===== src/rtl/vdp_pkg.sv =====
// Shared types and constants for the VDP VRAM arbiter and its posted-write buffer.
// Optional posted-write support is enabled by defining VRAM_POST_WRITE_EN.
package vdp_pkg;

   localparam int SLOT_COUNT = 8;
   localparam int SLOT_W     = $clog2(SLOT_COUNT);
   localparam int DEF_SLOT_A = 0;
   localparam int DEF_SLOT_B = 4;

   typedef enum logic {
      ARB_IDLE = 1'b0,
      ARB_ACK  = 1'b1
   } arb_state_t;

   typedef logic [SLOT_W-1:0] slot_t;

   // Slot counter advance; wraps at the end of the 8-dot window.
   function automatic slot_t slot_next(input slot_t s);
      return (s == slot_t'(SLOT_COUNT - 1)) ? '0 : s + 1'b1;
   endfunction

endpackage


===== src/rtl/vram_post_buffer.sv =====
// One-entry posted-write buffer for the VRAM arbiter (used only with VRAM_POST_WRITE_EN).
// Holds a CPU write until the first non-display slot, when it is drained to the BRAM.
module vram_post_buffer
   import vdp_pkg::*;
#(
   parameter int ADDR_W = 13,
   parameter int DATA_W = 8
) (
   input  logic              dot_clk,
   input  logic              reset,
   input  logic              i_owned,
   input  logic              i_capture,
   input  logic [ADDR_W-1:0] i_addr,
   input  logic [DATA_W-1:0] i_wdata,
   output logic              o_full,
   output logic              o_drain,
   output logic [ADDR_W-1:0] o_addr,
   output logic [DATA_W-1:0] o_wdata
);

   logic              r_valid;
   logic [ADDR_W-1:0] r_addr;
   logic [DATA_W-1:0] r_wdata;

   // NOTE: only the valid flag is reset; address and data are qualified by it,
   // so clearing them would add reset fan-out for no functional benefit.
   always_ff @(posedge dot_clk) begin
      if (reset) begin
         r_valid <= 1'b0;
      end else if (i_capture) begin
         r_valid <= 1'b1;
      end else if (o_drain) begin
         r_valid <= 1'b0;
      end
   end

   always_ff @(posedge dot_clk) begin
      if (i_capture) begin
         r_addr  <= i_addr;
         r_wdata <= i_wdata;
      end
   end

   assign o_full  = r_valid;
   assign o_drain = r_valid && !i_owned && !reset;
   assign o_addr  = r_addr;
   assign o_wdata = r_wdata;

endmodule


===== src/rtl/vram_arbiter.sv =====
// Shares the single-port VRAM between display fetch (two fixed slots per 8-dot window)
// and CPU req/ack accesses. Define VRAM_POST_WRITE_EN for the one-entry posted-write buffer.
module vram_arbiter
   import vdp_pkg::*;
#(
   parameter int ADDR_W = 13,
   parameter int DATA_W = 8,
   parameter int SLOT_A = DEF_SLOT_A,
   parameter int SLOT_B = DEF_SLOT_B
) (
   input  logic              dot_clk,
   input  logic              reset,
   input  logic              line_start,
   input  logic              fetch_en,
   input  logic [ADDR_W-1:0] disp_addr,
   output logic              disp_valid,
   output logic [DATA_W-1:0] disp_rdata,
   input  logic              cpu_req,
   input  logic              cpu_we,
   input  logic [ADDR_W-1:0] cpu_addr,
   input  logic [DATA_W-1:0] cpu_wdata,
   output logic              cpu_ack,
   output logic [DATA_W-1:0] cpu_rdata,
   output logic [ADDR_W-1:0] mem_addr,
   output logic              mem_we,
   output logic [DATA_W-1:0] mem_wdata,
   input  logic [DATA_W-1:0] mem_rdata
);

   localparam slot_t L_SLOT_A = slot_t'(SLOT_A);
   localparam slot_t L_SLOT_B = slot_t'(SLOT_B);

   slot_t             r_slot;
   arb_state_t        r_state;
   logic              r_disp_valid;
   logic              r_rd_pend;
   logic [DATA_W-1:0] r_cpu_rdata;

   slot_t             w_slot;
   logic              w_owned;
   logic              w_grant;
   logic              w_cpu_mem;
   logic              w_drain;
   logic [ADDR_W-1:0] w_drain_addr;
   logic [DATA_W-1:0] w_drain_wdata;

   // A line_start cycle is treated as slot 0 so the window realigns without a lost slot.
   assign w_slot  = line_start ? '0 : r_slot;
   assign w_owned = !reset && fetch_en && (w_slot == L_SLOT_A || w_slot == L_SLOT_B);

`ifdef VRAM_POST_WRITE_EN
   logic w_full;
   logic w_capture;

   // A full buffer blocks every CPU access, so reads never overtake a pending write.
   assign w_grant   = !reset && cpu_req && (r_state == ARB_IDLE) && !w_owned && !w_full;
   assign w_capture = w_grant && cpu_we;
   assign w_cpu_mem = w_grant && !cpu_we;

   vram_post_buffer #(
      .ADDR_W (ADDR_W),
      .DATA_W (DATA_W)
   ) u_post_buffer (
      .dot_clk   (dot_clk),
      .reset     (reset),
      .i_owned   (w_owned),
      .i_capture (w_capture),
      .i_addr    (cpu_addr),
      .i_wdata   (cpu_wdata),
      .o_full    (w_full),
      .o_drain   (w_drain),
      .o_addr    (w_drain_addr),
      .o_wdata   (w_drain_wdata)
   );
`else
   assign w_grant       = !reset && cpu_req && (r_state == ARB_IDLE) && !w_owned;
   assign w_cpu_mem     = w_grant;
   assign w_drain       = 1'b0;
   assign w_drain_addr  = '0;
   assign w_drain_wdata = '0;
`endif

   // Port mux: display > posted-write drain > CPU; idle cycles present address 0.
   always_comb begin
      mem_addr  = '0;
      mem_we    = 1'b0;
      mem_wdata = '0;
      if (w_owned) begin
         mem_addr = disp_addr;
      end else if (w_drain) begin
         mem_addr  = w_drain_addr;
         mem_we    = 1'b1;
         mem_wdata = w_drain_wdata;
      end else if (w_cpu_mem) begin
         mem_addr  = cpu_addr;
         mem_we    = cpu_we;
         mem_wdata = cpu_wdata;
      end
   end

   // NOTE: state updates use non-blocking assignments so every register samples
   // the pre-edge values, independent of statement order.
   always_ff @(posedge dot_clk) begin
      if (reset) begin
         r_slot       <= '0;
         r_state      <= ARB_IDLE;
         r_disp_valid <= 1'b0;
         r_rd_pend    <= 1'b0;
         r_cpu_rdata  <= '0;
      end else begin
         r_slot       <= slot_next(w_slot);
         r_disp_valid <= w_owned;
         case (r_state)
            ARB_IDLE: begin
               if (w_grant) begin
                  r_state   <= ARB_ACK;
                  r_rd_pend <= !cpu_we;
               end
            end
            ARB_ACK: begin
               r_state   <= ARB_IDLE;
               r_rd_pend <= 1'b0;
               if (r_rd_pend) begin
                  r_cpu_rdata <= mem_rdata;
               end
            end
            default: r_state <= ARB_IDLE;
         endcase
      end
   end

   // Reset is synchronous, so registered outputs are masked while it is high;
   // this drops an in-flight ack in the reset cycle itself.
   assign cpu_ack    = (r_state == ARB_ACK) && !reset;
   assign disp_valid = r_disp_valid && !reset;
   assign disp_rdata = mem_rdata;
   assign cpu_rdata  = reset                    ? '0        :
                       (cpu_ack && r_rd_pend)   ? mem_rdata :
                                                  r_cpu_rdata;

endmodule


===== config.mk =====
export PLATFORM = sky130hd
export DESIGN_NAME = vram_arbiter
export DESIGN_NICKNAME = d
export VERILOG_FILES = /design/src/rtl/vdp_pkg.sv /design/src/rtl/vram_post_buffer.sv /design/src/rtl/vram_arbiter.sv
export SDC_FILE = /design/constraint.sdc
export NUM_CORES = 1
export LEC_CHECK = 0
export CORE_MARGIN = 2
export CORE_UTILIZATION = 23
export CTS_BUF_LIST = sky130_fd_sc_hd__clkbuf_2
export CTS_CLUSTER_DIAMETER = 150
export DETAILED_ROUTE_END_ITERATION = 16
export GPL_ROUTABILITY_DRIVEN = 0
export PLACE_DENSITY = 0.72
export REMOVE_ABC_BUFFERS = 1
export SETUP_SLACK_MARGIN = 0.5
export SYNTH_ARGS = -nofsm -noshare
export SYNTH_HDL_FRONTEND = slang
export SYNTH_SLANG_ARGS = --single-unit

===== constraint.sdc =====
create_clock -name dot_clk -period 1.5 [get_ports dot_clk]
set_clock_uncertainty 0.2 [all_clocks]
set_input_delay 0.225 -clock dot_clk [delete_from_list [all_inputs] [get_ports dot_clk]]
set_output_delay 0.225 -clock dot_clk [all_outputs]
set_load 0.02 [all_outputs]

=== After elaboration in Yosys (flattened, before gate mapping) ===
Cells that the tools add are included.

* Register bits after elaboration: 14
* Bits of input ports: 48
* Output and inout bits: 40
* Word-level logic and storage cells: 38

* $add $sub $neg: 1
* Equality and inequality tests: 3
* Muxes and demuxes: 13
* Bitwise logic cells: 1
* Reductions and logical operators: 15

{| class="wikitable"
|+ Operators with widths
! cell !! count
|-
| 8-bit two-way mux || 4
|-
| 13-bit two-way mux || 2
|-
| 1-bit logical AND || 8
|-
| 3-bit == test (second input constant) || 2
|-
| 1-bit two-way mux || 4
|-
| 1-bit one-hot mux with 2 select lines || 2
|-
| 3-bit by 1-bit adder with 3-bit output (second input constant) || 1
|-
| 1-bit zero test || 3
|-
| 3-bit zero test || 1
|-
| 3-bit two-way mux || 1
|-
| 2-bit != test (second input constant) || 1
|-
| 2-bit AND reduction || 1
|-
| 2-bit OR reduction || 1
|-
| 1-bit logical OR || 1
|-
| 1-bit NOT || 1
|}

=== Depth between registers and ports, before layout ===
* Depth after elaboration: 8
* Gate-level depth with buffers: 6
* Mapped depth without buffers: 5

=== Worst setup path after synthesis ===
No wires, ideal clock.

* Path kind: input to output
* Start point: in line_start
* End point: out mem_addr[10]
* Data arrival time: 1365 ps
* Slack: -290 ps
* Cell stages on the path: 5
* Path buffers: 1
* Cell sequence: nand2b_1 > ha_1 > a21boi_1 > buf_4 > a32o_1

* Word-level cells in the longest chain between the ends: 8

{| class="wikitable"
|+ Ends and longest elaborated chain
! item !! RTL line !! source
|-
| from (decl) || vram_arbiter.sv:13 || <nowiki>input logic line_start,</nowiki>
|-
| 3-bit two-way mux (*) || vram_arbiter.sv:48 || <nowiki>assign w_slot = line_start ? '0 : r_slot;</nowiki>
|-
| 3-bit == test / 3-bit zero test (equally long branches) || vram_arbiter.sv:49 || <nowiki>assign w_owned = !reset && fetch_en && (w_slot == L_SLOT_A || w_slot == L_SLOT_B);</nowiki>
|-
| 1-bit logical OR (*) || vram_arbiter.sv:49 ||
|-
| 1-bit logical AND (*) || vram_arbiter.sv:49 ||
|-
| 1-bit zero test || vram_arbiter.sv:76 || <nowiki>assign w_grant = !reset && cpu_req && (r_state == ARB_IDLE) && !w_owned;</nowiki>
|-
| 1-bit logical AND || vram_arbiter.sv:76 ||
|-
| 13-bit two-way mux || vram_arbiter.sv:94 || <nowiki>end else if (w_cpu_mem) begin</nowiki>
|-
| 13-bit two-way mux (*) || vram_arbiter.sv:88 || <nowiki>if (w_owned) begin</nowiki>
|-
| to (decl) || vram_arbiter.sv:24 || <nowiki>output logic [ADDR_W-1:0] mem_addr,</nowiki>
|}

Mark *: on every way between the ends. The rest lies on a longest branch, timed or not.

=== Worst setup path after layout ===
* Start point: reg r_slot[0]
* End point: out mem_wdata[1]

* Word-level cells in the longest chain between the ends: 8

{| class="wikitable"
|+ Ends and longest elaborated chain
! item !! RTL line !! source
|-
| from (decl) || vram_arbiter.sv:33 || <nowiki>slot_t r_slot;</nowiki>
|-
| from (signal assigned) || vram_arbiter.sv:111 || <nowiki>r_slot <= slot_next(w_slot);</nowiki>
|-
| 3-bit two-way mux (*) || vram_arbiter.sv:48 ||
|-
| 3-bit == test / 3-bit zero test (equally long branches) || vram_arbiter.sv:49 ||
|-
| 1-bit logical OR (*) || vram_arbiter.sv:49 ||
|-
| 1-bit logical AND (*) || vram_arbiter.sv:49 ||
|-
| 1-bit zero test || vram_arbiter.sv:76 ||
|-
| 1-bit logical AND || vram_arbiter.sv:76 ||
|-
| 8-bit two-way mux || vram_arbiter.sv:94 ||
|-
| 8-bit two-way mux (*) || vram_arbiter.sv:88 ||
|-
| to (decl) || vram_arbiter.sv:26 || <nowiki>output logic [DATA_W-1:0] mem_wdata,</nowiki>
|}

Marked as above.

==> flow_metrics.py <==
metrics = {
    "synth": {
        "post-synth-top-area-fraction_pct": 29.4,
        "synth_compound_area_share_pct": 31.2,
        "synthesis.yosys.warnings": 0,
        "synth_top_area_cells": "dfxtp_1 29%, a32o_1 14%, buf_4 8.7%",
        "synth-simple-area-share_pct": 18.7,
        "post-synth-top-count-cell": "a21oi_1",
        "dominantRegCellSynth": "dfxtp_1",
        "postSynth.asyncResetShare_pct": 0,
        "synth_top_family_by_area": "compound AO/OA/AOI/OAI gates",
        "synthMuxAreaShare_pct": 1.18,
        "synth_edf_count": 0,
        "synth.ff_latch_count": 14,
        "synth.cells.most_frequent": "16 x a21oi_1, 14 x dfxtp_1, 13 x a32o_1",
        "postSynthAreaPerCell_um2": 8.76,
        "synthDistinctLibCells": 22,
        "cell_taking_the_most_area_after_synthesis": "dfxtp_1",
        "synth_sequential_area_ratio_pct": 29.4,
        "post_synth_inst_count": 109,
        "synth_adder_area_share_pct": 3.93,
        "summed_instance_area_of_the_synthesized_netlist_um2": 955,
        "yosys.area_share.xor_xnor_pct": 0,
    },
    "cts": {
        "tritoncts_clock_tree": "yes",
        "clk-insertion-delay-late_ns": 0.27,
        "clkTransAtPathRegs_ns": 0.14,
        "cts-buffers-inserted": 3,
        "htree_levels": 1,
        "clk_path_buf_depth": 2,
        "numClockSinks": 14,
        "clock-root-buffer": "clkbuf_2",
    },
    "power_and_ir_drop": {
        "share_seq_of_total_power_pct": 35.7,
        "p_switching_uw": 357,
        "swShare_pct": 31.9,
        "clkPwrFrac_pct": 16.2,
        "power.internal_uw": 763,
        "ir_worst_vdd_mv": 0.195,
        "comb_power_share_pct": 48.1,
        "power-per-cell-area_nw_per_um2": 444,
        "p_leak_uw": 0.00112,
        "report.power.total_uw": 1120,
    },
    "placed_design": {
        "detailedPlacementHpwl_mm": 2.26,
        "placed_cells": 240,
        "dp_slack_ns": -1.29,
        "numPortBuffers": 87,
    },
    "final_layout": {
        "num-nets-final": 270,
        "final-instance-count-excl-fill": 268,
        "multiInputGateArea_um2": 810,
        "n_fill_cell": 308,
        "drive_gt1_share_pct": 70.6,
        "n_antenna_cell": 0,
        "area_growth_pct": 164,
        "register_area_um2": 290,
    },
    "die": {
        "floorplan.initialDensity_pct": 23.9,
        "core_area_um2": 4000,
        "io_pins": 88,
        "die_area_um2": 4680,
        "die_h_um": 68.4,
        "row_count": 23,
        "fp.dieW_um": 68.4,
    },
    "route": {
        "dr_total_vias": 1258,
        "drt_pre_antenna_iters": 4,
        "detailedRoute.firstIterationViolations": 66,
        "avgRoutedWirePerCell_um": 14.6,
        "number_of_nets_still_failing_antenna_checks_after_routing": 0,
        "detail_route.vias_per_cell": 4.69,
        "post-route-drc-count": 0,
        "drt_wl_total_mm": 3.93,
    },
    "timing": {
        "timing.fmax_mhz": 504,
        "period_share_pct": 132,
        "final_max_slew_violation_count": 0,
        "finalSetupViolations": 33,
        "rsz0062_at_grt": "true",
        "worst_pin_slew_ns": 0.292,
        "hold_violations": 0,
        "period_needed_ns": 1.98,
        "max_slew_margin_pct": 80.5,
        "post_route_setup_slack_ns": -0.483,
        "hold-worst-slack_ns": 0.0957,
    },
    "setup_path": {
        "worst_path_dominant_cell_family": "flip-flops",
        "worst-endpoint-required_ns": 1.07,
        "critical_path.n_buffers_inverters": 2,
        "reg2regPathDepth": 7,
        "crit_path_cell_trace": "nand2b_4, ha_4, a21boi_4, buf_6, and3_1, buf_6",
        "rr_endpoint": "r_rd_pend",
        "start_kind": "register",
        "arrival_ns": 1.56,
        "critical_path.most_common_cell": "buf_6",
        "crit_path_start": "r_slot[0]",
        "setup_slack_reg_to_reg_ns": -0.22,
        "cp_slowest_cell": "dfxtp_2",
        "regToRegStartpoint": "r_slot[0]",
        "critPathMaxStageDelay_ns": 0.37,
        "cp_max_fo": 8,
        "criticalPathCategory": "reg -> out",
        "endpoint_kind": "output port",
    },
    "global_route": {
        "grt_overflow_total": 0,
        "grt_max_degree": 24,
        "grt_pass1_wl_mm": 5.88,
        "grt_usage_pct": 16.5,
        "grt_antenna_before_repair": 0,
        "grt_pass1_vias": 1232,
    },
    "hold_path": {
        "hold_path_depth": 4,
        "hold_end": "r_cpu_rdata[7]",
        "worstHoldStart": "mem_rdata[7]",
        "hold_class": "in -> reg",
    },
    "run": {
        "drv_cap": 0,
    },
    "status": {
        "failed_checks": "negative setup slack",
        "status": "finished with violations",
    },
}
## worst max-delay path by stage
stage / cells past startpoint / end
floorplan: 4 / mem_addr[0]
global placement: 6 / mem_addr[12]
detailed placement: 6 / mem_addr[12]
CTS: 6 / mem_addr[8]
global route: 6 / mem_addr[8]
finish: 6 / mem_wdata[1]
## cell type report
class                   instances  area share (%)
inverters                       2           0.397
flip-flops and latches         14            11.5
clock inverters                 1           0.149
repair buffers                125            52.7
clock buffers                   3           0.596
multi-input cells              73            32.1
well taps                      50            2.48
## through the flow
stage	setup TNS (ns)	instance area (um^2)	util (%)
3_5_place_dp	-37.32	1880	47.1
6_report	-13.23	2520	63.0
4_1_cts	-13.71	2360	59.1
3_3_place_gp	-36.09	1880	47.1
2_1_floorplan	-16.28	813	-
5_1_grt	-15.79	2520	63.0
## what timing repair did
action,4_1_cts,5_1_grt
hold endpoints to repair,0,0
hold buffers,0,0
resized for setup,332,37
pin swaps,24,23
buffers inserted,10,10
endpoints found under the setup margin,54,50
gates cloned,4,0
## flip-flops by register name, summed over array words and instances (netlist names)
| register | cells |
|---|---|
| r_cpu_rdata | 8 |
| r_slot | 3 |
| r_disp_valid | 1 |
| r_rd_pend | 1 |
| r_state | 1 |
## logic make-up (layout without fill, tap and decap cells)
family | Yosys count | in the layout
muxes | 1 | 1
AOI/OAI and AO/OA | 38 | 38
buffers and inverters | 23 | 131
adders and majority gates | 3 | 3
and+or+nand+nor | 30 | 31
DFF | 14 | 14
## layer usage
layer | vias to the layer above | part of all wire (%) | global-route usage (%)
met3 | 4 | 7.1 | 3.13
li1 | 617 | - | -
met5 | - | 0 | 0
met4 | 0 | 0.79 | 5.25
met1 | 593 | 37 | 18.4
met2 | 44 | 55 | 31.0
## layout by cell type (no fill, tap or decap), drive strengths merged
master	synthesis	layout
nand2b	2	2
ha	3	3
dlygate4sd2	0	1
clkdlybuf4s15	0	4
clkinv	0	1
a32o	13	13
and3	9	9
and2	1	1
dfxtp	14	14
nor3b	3	3
buf	17	80
inv	2	2
clkdlybuf4s50	0	37
a21boi	1	1
a21bo	8	8
nor2b	3	3
clkbuf	4	6
a21oi	16	16
mux2	1	1
nor2	1	1
and3b	1	2
nand3	8	8
nor3	2	2
## power by group through the flow
stage	logic [uW]	clock network, uW	registers (uW)
global placement	406	0	400
CTS	512	192	399
global route	570	203	402
detailed placement	408	0	400
floorplan	118	0	401
finish	538	182	400
## worst reg2reg max path, cell delays in order, from the launching register on
cell      delay, ns
dfxtp_2        0.37
nand2b_4       0.07
ha_4           0.17
a21boi_4       0.21
buf_6          0.16
buf_6          0.09
buf_6          0.08
mux2_4         0.28
Note: power is estimated with default switching activity, not from simulation.
